[src/rtl/hex_keypad_scanner.sv]
// 4x4 hex keypad scanner: column scan, row synchronizer, debounced single-shot
// key strobe and a 4-nibble entry buffer (newest key in nibble 0).
module hex_keypad_scanner #(
    parameter int SCAN_DIV       = 16384,
    parameter int DEBOUNCE_SCANS = 4
) (
    input  logic        clk,
    input  logic        reset,
    input  logic [3:0]  row_n,
    output logic [3:0]  col_n,
    input  logic        clear,
    output logic        key_valid,
    output logic [3:0]  key_code,
    output logic [15:0] show_value
);

    localparam int DIVW = $clog2(SCAN_DIV);
    localparam int CW   = $clog2(DEBOUNCE_SCANS + 1);

    typedef enum logic [1:0] {SCAN, DEBOUNCE, PRESSED} state_t;

    state_t          state;
    logic [3:0]      sync1, rs;
    logic [DIVW-1:0] div;
    logic [CW-1:0]   cnt;
    logic [1:0]      col, row;

    logic            sample, any_low, row_low, accept, found;
    logic [1:0]      sel_row, col_nx;
    logic [3:0]      acc_code;

    always_comb begin
        sample   = (div == DIVW'(SCAN_DIV - 1));
        any_low  = (rs != 4'hF);
        row_low  = !rs[row];
        col_nx   = col + 2'd1;
        sel_row  = '0;
        found    = 1'b0;
        for (int unsigned i = 0; i < 4; i++) begin
            if (!rs[i] && !found) begin
                sel_row = 2'(i);
                found   = 1'b1;
            end
        end
        // With a single required sample the press is accepted straight from SCAN.
        accept   = sample &&
                   ((state == SCAN && any_low && DEBOUNCE_SCANS == 1) ||
                    (state == DEBOUNCE && row_low && cnt == CW'(DEBOUNCE_SCANS - 1)));
        acc_code = (state == SCAN) ? {sel_row, col} : {row, col};
    end

    always_ff @(posedge clk) begin
        if (reset) begin
            state      <= SCAN;
            sync1      <= 4'hF;
            rs         <= 4'hF;
            div        <= '0;
            cnt        <= '0;
            col        <= '0;
            row        <= '0;
            col_n      <= 4'b1110;
            key_valid  <= 1'b0;
            key_code   <= '0;
            show_value <= '0;
        end else begin
            sync1     <= row_n;
            rs        <= sync1;
            key_valid <= accept;
            div       <= sample ? '0 : div + 1'b1;
            if (accept)
                key_code <= acc_code;
            if (clear)
                show_value <= '0;
            else if (accept)
                show_value <= {show_value[11:0], acc_code};

            if (sample) begin
                case (state)
                    SCAN: begin
                        if (any_low) begin
                            row <= sel_row;
                            if (accept) begin
                                state <= PRESSED;
                                cnt   <= '0;
                            end else begin
                                state <= DEBOUNCE;
                                cnt   <= CW'(1);
                            end
                        end else begin
                            col   <= col_nx;
                            col_n <= ~(4'b0001 << col_nx);
                        end
                    end
                    DEBOUNCE: begin
                        if (row_low) begin
                            if (accept) begin
                                state <= PRESSED;
                                cnt   <= '0;
                            end else begin
                                cnt <= cnt + 1'b1;
                            end
                        end else begin
                            state <= SCAN;
                            cnt   <= '0;
                            col   <= col_nx;
                            col_n <= ~(4'b0001 << col_nx);
                        end
                    end
                    PRESSED: begin
                        if (!row_low) begin
                            if (cnt == CW'(DEBOUNCE_SCANS - 1)) begin
                                state <= SCAN;
                                cnt   <= '0;
                                col   <= col_nx;
                                col_n <= ~(4'b0001 << col_nx);
                            end else begin
                                cnt <= cnt + 1'b1;
                            end
                        end else begin
                            cnt <= '0;
                        end
                    end
                    default: state <= SCAN;
                endcase
            end
        end
    end

endmodule

[config.mk]
export PLATFORM = sky130hd
export DESIGN_NAME = hex_keypad_scanner
export DESIGN_NICKNAME = d
export VERILOG_FILES = /design/src/rtl/hex_keypad_scanner.sv
export SDC_FILE = /design/constraint.sdc
export NUM_CORES = 1
export LEC_CHECK = 0
export CELL_PAD_IN_SITES_DETAIL_PLACEMENT = 0
export CELL_PAD_IN_SITES_GLOBAL_PLACEMENT = 1
export CORE_UTILIZATION = 46
export DETAILED_ROUTE_END_ITERATION = 12
export MAX_ROUTING_LAYER = met4
export PLACE_DENSITY_LB_ADDON = 0.1
export SLEW_MARGIN = 20
export SYNTH_ARGS = -nofsm -noshare
export SYNTH_HDL_FRONTEND = slang
export SYNTH_SLANG_ARGS = --single-unit
[constraint.sdc]
create_clock -name clk -period 3.2 [get_ports clk]
set_input_delay 0.32 -clock clk [delete_from_list [all_inputs] [get_ports clk]]
set_output_delay 0.32 -clock clk [all_outputs]
set_load 0.005 [all_outputs]
==> summary.txt <==
GRT
  • Largest net degree at the start of global routing: 27
  • Initial antenna violation count: 0
  • Grt ovf: 0
  • GRT Resource Usage Total: 20.0%
  • Vias in the first global route: 1984
  • First-pass GRT wire length: approximately 9400 µm

STA
  • Post-Route Setup TNS: 0 ps
  • Max-slew headroom: a little under three fifths
  • Hold slack: ~420 ps
  • RSZ-0062 raised after global routing: no
  • Final worst path period need: 2150 ps
  • Fmax: 464 MHz
  • Period utilization: 67.3%
  • Worst Skew: ~18 ps
  • Endpoints failing hold: 0
  • Worst slew pin tran: about 670 ps
  • Setup violators final: 0
  • Final Max Slew Viols: 0

Synthesis
  • Syn_area_per_cell: roughly 9.5 µm²
  • Post-synthesis register bit count: between 50 and 60
  • YS warnings: 0
  • Synth Flop Type: dfxtp_1
  • Post-synthesis cell type count: 53
  • Largest area contributor in the netlist: dfxtp_1
  • Post-synth EDFFs: 0
  • Post-Synthesis Cell Area: 2630 µm²
  • Post-Syn Instances: 277
  • Net Count, Synth: 296
  • Top cell type's share of synthesized area: a little over two fifths
  • Top cells by area, synth: dfxtp_1, ha_1, nand4_1, o31ai_1, a21oi_1
  • Sequential fraction of the synthesis area: approximately 43%
  • Share of flip-flops with an asynchronous set or reset: 0%

Place
  • Detailed Place HPWL: roughly 3600 µm
  • I/O Buffers: 31
  • Global placer's final weighted congestion: 0.799

Clock network
  • H-Tree Depth: 2
  • Clock Sinks: 56
  • CTS hold repair buffers: 0
  • Clk_lat worst skew: approximately 320 ps
  • Root Driver: clkbuf_8
  • PostCTS Resize Cnt: 0
  • Setup Buffers After CTS: 0
  • TritonCTS clock tree: yes
  • Max Buffers Root-to-Sink: 2
  • CTS clock-pin slew for the worst setup and hold paths: 120 ps
  • CTS buffer count: 5

Critical path
  • Cell mode on critical path: ha_1
  • Setup CP Type: reg2reg
  • Worst r2r src: cnt[0]
  • CP Capture Type: register
  • Reg2reg end: col[0]
  • Worst stage delay on the critical path: around 420 ps
  • Crit path DAT: about 2400 ps
  • CP max FO: 6
  • Worst Setup Start Kind: register
  • CP max-delay cell: and4_1
  • R2R Setup Slk: ~1000 ps
  • Worst-path cell chain: ha_1 > ha_1 > nand2b_1 > o221ai_1 > buf_4 > and4_1 > mux2_4
  • Worst R2R Path Depth: 7
  • WP data required: between 3000 and 4000 ps

Floorplanning
  • Core ar.: roughly 5500 µm²
  • Starting Density: between 40% and 50%
  • DIE AREA: 6010 µm²
  • Row count: 27
  • DIE WIDTH: slightly below 80 µm
  • Vert. Die Dim: roughly 78 µm
  • Io pins: 32

Pwr
  • Pwr/cell area: 378 nW/µm²
  • Overall power: around 1.2 mW
  • Leakage: around 1.0 nW
  • Max IR drop VDD: around 0.19 mV

Hold path
  • Hold depth: 1
  • Min-Delay Endpoint: rs[3]
  • Hold Path Class: reg2reg
  • Hold Startpoint: sync1[3]

Finish
  • Synth-to-Final Area Change: 16.5%
  • Share of cells above drive strength 1: between 10% and 20%
  • Ant. Diodes: 0
  • # nets final: ~320
  • Final core utilization: a little under three fifths
  • Most frequent cells in the layout: dfxtp_1, clkdlybuf4s50_1, nand4_1, a21oi_1, nor2_1
  • Most common cell after layout, fill and taps aside: dfxtp_1

Detailed routing
  • DRC Markers: 0
  • Antenna viol nets, final: 0
  • Detailed router's first-iteration violation count: between 100 and 150
  • Routed WL per cell: roughly 15 µm
  • Via density: about 5.6
  • First drt pass iteration count: 4
  • Via count: roughly 2100
  • Total wire length: around 5400 µm

Run
  • Max_cap viols: 0

Status
  • Status: complete, no violations
## power by group
part / switching, mW / internal (mW)
Clock: 0.241 / 0.156
Sequential: 0.00625 / 0.704
Combinational: 0.0275 / 0.0211
## cells in the mapped netlist, types with 2 or more instances
library cell,count
buf_2,6
and4_1,6
nor2_1,21
a21oi_1,21
clkbuf_1,12
buf_1,2
xnor2_1,2
nor2b_1,3
xor2_1,10
a211oi_1,2
or4b_1,2
nand2_1,6
ha_1,12
nand4_1,21
o31ai_1,16
nand2b_1,5
a311oi_1,2
and2_1,2
a31oi_1,4
dfxtp_1,56
inv_1,7
o32ai_1,2
nand3_1,9
or2_2,10
and3_1,2
o21ai_0,3
mux2i_1,7
## kinds of logic (layout without fill, tap and decap cells)
kind of cell | Yosys count | after routing | share of synthesized area, %
xor gates and xnor gates | 12 | 12 | 4.00
AOI/OAI and AO/OA | 65 | 65 | 17.6
muxes | 9 | 9 | 4.24
buffers and inverters | 30 | 53 | 5.00
and+or+nand+nor | 93 | 93 | 20.7
DFF | 56 | 56 | 42.7
adders and majority gates | 12 | 12 | 5.72
## state kept, by name, indices dropped and copies added, names as in the netlist
signal and count:
div 14, col_n 4, row 2, key_valid 1, show_value 16, cnt 3, state 2, sync1 4
key_code 4, rs 4, col 2
## cell type report
class                           count  area [µm²]
Timing Repair Buffer               37         355
Clock inverter                      3        21.3
Sequential cell                    56        1120
Clock buffer                        5        68.8
Fill cell                         506        2450
Multi-Input combinational cell    191        1370
Tap cell                           72        90.1
Inverter                            8        30.0
## metrics by stage
step                std cells  setup slack (ps)  instance area, µm²
finish                    372              1050                3060
global route              372               857                3060
CTS                       372              1050                3060
detailed placement        364              1100                2970
global placement          364              1140                2970
floorplan                 277              1170                2630
## per-layer routing
layer	global-route usage [%]	share of wire (%)
met1	25.1	50
met2	31.5	46
met3	4.82	3.7
met4	6.23	1.1
met5	-	0
## worst max-delay path, delay by kind of cell, from the launching register on
kind / cells / cell delay, ps
simple gates: 2 / 510
fa+ha+maj: 2 / 470
flops: 1 / 380
mux: 1 / 330
compound gates: 1 / 180
buf+inv: 1 / 170
## worst max-delay path by stage
stage	from	to	slack, ps	cells past startpoint
final	cnt[0]	col[0]	1050	7
after global routing	div[0]	cnt[1]	860	5
after global placement	div[0]	cnt[1]	1140	5
after CTS	cnt[0]	col[0]	1050	7
after floorplan	cnt[0]	col[0]	1170	8
after detailed placement	div[0]	cnt[1]	1100	5
No activity file was read; power rests on OpenSTA's default activity.
